[src/rtl/VX_define.vh]
// rtl/VX_define.vh - shared default parameters for the latch chain
`ifndef VX_DEFINE_VH
`define VX_DEFINE_VH

`define PLC_NUM_STAGES 5
`define PLC_DATA_W 32
`define PLC_CNT_W 32
`define PLC_FLUSH_W 3

`endif

[src/rtl/pipe_latch_chain_pkg.sv]
// rtl/pipe_latch_chain_pkg.sv - shared constants and flush helper for the latch chain
`include "VX_define.vh"

package pipe_latch_chain_pkg;

    localparam int FLUSH_W = `PLC_FLUSH_W;

    // Out-of-range flush_stage values naturally cover every stage.
    function automatic logic flush_covers(input int idx, input logic [FLUSH_W-1:0] fs);
        return (idx <= int'(fs));
    endfunction

endpackage

[src/rtl/pipe_slot.sv]
// rtl/pipe_slot.sv - one latch stage: valid bit plus payload, hold and flush-kill
`include "VX_define.vh"

module pipe_slot
    import pipe_latch_chain_pkg::*;
#(
    parameter int DATA_W = `PLC_DATA_W
) (
    input  logic              clk,
    input  logic              reset,
    input  logic              hold,
    input  logic              kill,
    input  logic              load_valid,
    input  logic [DATA_W-1:0] load_data,
    output logic              valid,
    output logic [DATA_W-1:0] data
);

    // Payload only moves with a valid entry so bubbles never toggle it.
    always_ff @(posedge clk or negedge reset) begin
        if (!reset) begin
            valid <= 1'b0;
            data  <= '0;
        end else if (kill) begin
            valid <= 1'b0;
        end else if (!hold) begin
            valid <= load_valid;
            if (load_valid) begin
                data <= load_data;
            end
        end
    end

endmodule

[src/rtl/pipe_latch_chain.sv]
// rtl/pipe_latch_chain.sv - elastic latch chain with stall, flush and perf counters
`include "VX_define.vh"

module pipe_latch_chain
    import pipe_latch_chain_pkg::*;
#(
    parameter int NUM_STAGES = `PLC_NUM_STAGES,
    parameter int DATA_W     = `PLC_DATA_W,
    parameter int CNT_W      = `PLC_CNT_W
) (
    input  logic                         clk,
    input  logic                         reset,
    input  logic                         in_valid,
    input  logic [DATA_W-1:0]            in_data,
    output logic                         in_ready,
    input  logic [NUM_STAGES-1:0]        stall_req,
    input  logic                         flush_req,
    input  logic [FLUSH_W-1:0]           flush_stage,
    output logic                         out_valid,
    output logic [DATA_W-1:0]            out_data,
    input  logic                         out_ready,
    output logic [NUM_STAGES-1:0]        stage_valid,
    output logic [NUM_STAGES*DATA_W-1:0] stage_data,
    output logic [CNT_W-1:0]             cycle_count,
    output logic [CNT_W-1:0]             retire_count,
    output logic [CNT_W-1:0]             stall_count
);

    localparam int LAST = NUM_STAGES - 1;

    logic [NUM_STAGES-1:0] v;
    logic [NUM_STAGES-1:0] hold;
    logic [NUM_STAGES-1:0] kill;
    logic [NUM_STAGES-1:0] load_v;
    logic [DATA_W-1:0]     slot_data [NUM_STAGES];
    logic [DATA_W-1:0]     load_d    [NUM_STAGES];
    logic                  accept_ok;
    logic                  retire;

    // Walk from the oldest stage down; an empty stage breaks the chain.
    always_comb begin : hold_chain
        logic chain;
        hold  = '0;
        chain = ~out_ready;
        for (int i = LAST; i >= 0; i--) begin
            hold[i] = v[i] & (stall_req[i] | chain);
            chain   = hold[i];
        end
    end

    assign accept_ok = ~hold[0] & ~flush_req;
    assign in_ready  = ~reset | accept_ok;
    assign retire    = v[LAST] & out_ready & ~stall_req[LAST];

    for (genvar i = 0; i < NUM_STAGES; i++) begin : g_slot
        assign kill[i] = flush_req & flush_covers(i, flush_stage);

        if (i == 0) begin : g_entry
            assign load_v[i] = in_valid & accept_ok;
            assign load_d[i] = in_data;
        end else begin : g_chain
            assign load_v[i] = v[i-1] & ~hold[i-1] & ~kill[i-1];
            assign load_d[i] = slot_data[i-1];
        end

        pipe_slot #(
            .DATA_W(DATA_W)
        ) u_slot (
            .clk       (clk),
            .reset     (reset),
            .hold      (hold[i]),
            .kill      (kill[i]),
            .load_valid(load_v[i]),
            .load_data (load_d[i]),
            .valid     (v[i]),
            .data      (slot_data[i])
        );

        assign stage_data[i*DATA_W +: DATA_W] = slot_data[i];
    end

    assign stage_valid = v;
    assign out_valid   = v[LAST];
    assign out_data    = slot_data[LAST];

    always_ff @(posedge clk or negedge reset) begin
        if (!reset) begin
            cycle_count  <= '0;
            retire_count <= '0;
            stall_count  <= '0;
        end else begin
            cycle_count <= cycle_count + CNT_W'(1);
            if (retire) begin
                retire_count <= retire_count + CNT_W'(1);
            end
            if (hold[0]) begin
                stall_count <= stall_count + CNT_W'(1);
            end
        end
    end

endmodule

[config.mk]
export PLATFORM = sky130hd
export DESIGN_NAME = pipe_latch_chain
export DESIGN_NICKNAME = d
export VERILOG_FILES = /design/src/rtl/pipe_latch_chain_pkg.sv /design/src/rtl/pipe_slot.sv /design/src/rtl/pipe_latch_chain.sv
export VERILOG_INCLUDE_DIRS = /design/src /design/src/rtl
export SDC_FILE = /design/constraint.sdc
export NUM_CORES = 1
export LEC_CHECK = 0
export CAP_MARGIN = 15
export CORE_MARGIN = 3
export CORE_UTILIZATION = 40
export CTS_CLUSTER_SIZE = 40
export DETAILED_ROUTE_END_ITERATION = 10
export GPL_TIMING_DRIVEN = 0
export PLACE_DENSITY_LB_ADDON = 0.12
export SYNTH_ARGS = -nofsm -noshare
export SYNTH_HDL_FRONTEND = slang
export SYNTH_SLANG_ARGS = --single-unit
[constraint.sdc]
create_clock -name clk -period 3.3 [get_ports clk]
set_clock_uncertainty 0.1 [all_clocks]
set_input_delay 0.495 -clock clk [delete_from_list [all_inputs] [get_ports clk]]
set_output_delay 0.495 -clock clk [all_outputs]
set_load 0.01 [all_outputs]
==> qor.csv <==
stage;metric;value;unit
setup_path;crit path DAT;2.56;ns
timing;crit share post-route;95.6;%
clock_network;CTS tree;built;
synthesis;Synth Area in Compound Gates;1.53;%
die;Die W;172;um
synthesis;Syn Inst Count;776;
layout;final net count;1198;
setup_path;slowest cell on the critical path;clkdlybuf4s50_1;
timing;final setup violation count;0;
global_routing;largest net degree at the start of global routing;116;
setup_path;startpoint class of the critical path;primary input;
timing;worst hold slack;0.338;ns
synthesis;adder-cell area share of the yosys netlist;0.342;%
synthesis;post-synthesis mux area share;18.6;%
routing;WL/cell;18.8;um
run_status;run status;finished, final reports clean;
clock_network;Clock Latency Late Sink;0.53;ns
synthesis;synth unique cells;44;
timing;final hold vios;0;
setup_path;CP max stage delay;0.55;ns
layout;fill cell count;2181;
setup_path;crit path capture type;primary output;
synthesis;largest family of logic cells by synthesized area;multiplexers;
routing;overall routed net length;28400;um
global_routing;antenna violations before repair;0;
synthesis;Synth Warn #;0;
synthesis;Post-synth EDFFs;0;
die;Die Ht;172;um
power;P_leak;0.00708;uW
clock_network;Root Buffer;clkbuf_16;
setup_path;Setup CP Type;in2out;
layout;final core utilization;58.7;%
synthesis;area leader, netlist;dfrtp_1;
routing;DR pass1 iterations;4;
routing;met3 wire length;2320;um
setup_path;Worst path most repeated cell;clkdlybuf4s50_1;
synthesis;register area share after synthesis;59.4;%
global_routing;total grt overflow;0;
clock_network;maximum clock insertion buffer count;3;
timing;Rel. slew slack;52.6;%
setup_path;cell family with most CP delay;buffers and inverters;
clock_network;clk sinks;261;
layout;share of cells above drive strength 1;23.3;%
synthesis;Post-Syn Nets;824;
timing;RSZ-0062 raised after global routing;no;
die;Site Rows;60;
setup_path;crit-path cells;clkdlybuf4s50_1 > and2b_4 > o21ai_4 > a31oi_1 > nor2_1 > o21ai_0 > clkdlybuf4s50_1;
synthesis;cell area after synthesis;11000;sq um
flow_run;Max Cap Violations;0;
synthesis;synth top area cells;dfrtp_1, mux2_2, mux2_4, xnor2_1, buf_4;
routing;vias per cell;4.87;
die;die area;29500;sq um
clock_network;htree depth;1;
timing;Fmax;317;MHz
routing;met2 WL post-DR;13300;um
routing;Top Layer Used;met4;
timing;Tmin final;3.16;ns
placement;number of port buffers;339;
layout;Syn-to-layout area delta;43.9;%
placement;dpl hpwl;20300;um
die;Top Ports;340;
synthesis;commonest register cell after synthesis;dfrtp_1;
routing;wl on met1;12300;um
timing;Slew @ Worst Pin;0.707;ns
routing;Routed Antenna Nets;0;
timing;Final Max Slew Viols;0;
layout;commonest non-fill, non-tap cell in the layout;clkdlybuf4s50_1;
placement;GPL Wtd Cong;0.798;
synthesis;asr flop ratio synth;100;%
routing;initial DRC count;291;
global_routing;global-route wire length before repair;44100;um
layout;Diodes inserted;0;
power;PwrDens;557;nW/um^2
timing;setup total negative slack;0;ns
routing;DRC;0;
global_routing;vias in the first global route;7615;
global_routing;All-Layer GR Usage;19.0;%
synthesis;syn avg cell area;14.2;sq um
clock_network;total CTS buffers;29;
layout;leading cell types in the layout, fill and taps excluded;clkdlybuf4s50_1, dfrtp_1, mux2_2;
setup_path;Crit path required time;2.70;ns
setup_path;critical path buffer and inverter count;2;
clock_network;clock-pin slew on the worst setup and hold paths;0.06;ns
routing;vias;7360;
synthesis;simple-gate share of the synthesized area;8.48;%
die;Initial Util;40.8;%
setup_path;Crit Path Max Fanout;6;
die;Core ar.;27000;sq um
synthesis;Yosys top cell area share;59.4;%
synthesis;register bit total from synthesis;261;
setup_path;Worst R2R Setup Slack;1.21;ns
power;worst vdd ir;0.379;mV
worst_hold_path;HP Class;in2async;
synthesis;xor/xnor share of the synthesized area;7.33;%
layer usage:
layer	vias to the layer above	GRT usage (%)
met4	0	4.17
met5	-	0
met3	39	6.16
met1	3664	25.5
li1	3424	-
met2	233	30.3
cell families (layout without fill, tap and decap cells):
group | after synthesis | in the layout
muxes | 162 | 162
and+or+nand+nor | 167 | 167
buffers and inverters | 69 | 463
adders and majority gates | 3 | 3
xor gates and xnor gates | 92 | 92
DFF | 261 | 261
AOI/OAI and AO/OA | 22 | 22
cell type report:
class | instances | area (sq um) | area share, %
inverters | 12 | 45.0 | 0.285
repair buffers | 343 | 3490 | 22.1
clock buffers | 42 | 835 | 5.28
flip-flops and latches | 261 | 6530 | 41.3
well taps | 341 | 427 | 2.70
multi-input cells | 446 | 3990 | 25.2
clock inverters | 9 | 75.1 | 0.475
plain buffers | 57 | 424 | 2.68
through the flow:
step	cells	total power (uW)	setup slack (ns)	cell area [sq um]
floorplan	776	4620	1.22	11000
global placement	1456	5750	-9.96	14800
detailed placement	1458	5770	0.114	14900
CTS	1510	8940	0.00461	15800
global route	1511	9210	0.0216	15800
finish	1511	8810	0.144	15800
path summary, 6_finish.rpt:
check | start | endpoint | depth (start not counted)
min | reset | g_slot[4].u_slot.data[14]$_DFFE_PN0P_ | 2
max reg2reg | g_slot[3].u_slot.valid$_DFFE_PN0P_ | g_slot[3].u_slot.data[5]$_DFFE_PN0P_ | 5
max | stall_req[4] | in_ready | 7
min in group clk | retire_count[31]$_DFFE_PN0P_ | retire_count[31]$_DFFE_PN0P_ | 1
max in group asynchronous | reset | g_slot[3].u_slot.data[8]$_DFFE_PN0P_ | 4
min reg2reg | retire_count[31]$_DFFE_PN0P_ | retire_count[31]$_DFFE_PN0P_ | 1
synth_stat cells (2+ instances only):
master and count:
dfrtp_1 261, mux2_2 95, xnor2_1 75, mux2_4 59
nand3_1 42, buf_4 41, nand2_1 34, nand4_1 24
nor2_1 18, xor2_1 17, and3_1 13, inv_1 12
and4_1 10, buf_2 9, mux2_1 8, nor3_1 8
buf_6 6, and2_1 4, a21oi_1 3, ha_1 3
o21a_1 3, o21ai_0 3, a21o_1 2, a21oi_2 2
nand4_2 2, nor3_2 2, nor4_1 2, nor4_2 2
power breakdown:
part | switching (uW) | internal (uW) | total [uW] | leakage, uW
combinational | 665 | 1110 | 1780 | 0.00319
sequential | 338 | 3600 | 3930 | 0.00345
clock | 1280 | 1820 | 3100 | 0.000447
total | 2290 | 6520 | 8810 | 0.00708
flip-flops by register name (all words and copies together), names as in the netlist:
signal / count
retire_count: 32
g_slot.u_slot.valid: 5
cycle_count: 32
stall_count: 32
g_slot.u_slot.data: 160
repair_timing:
action | in CTS | in global routing
hold buffers | 1 | 0
setup endpoints to repair | 0 | 1
gates resized for setup | 0 | 1
setup buffers | 0 | 0
endpoints found under the hold margin | 36 | 0
Power figures use the tool's default switching activity.
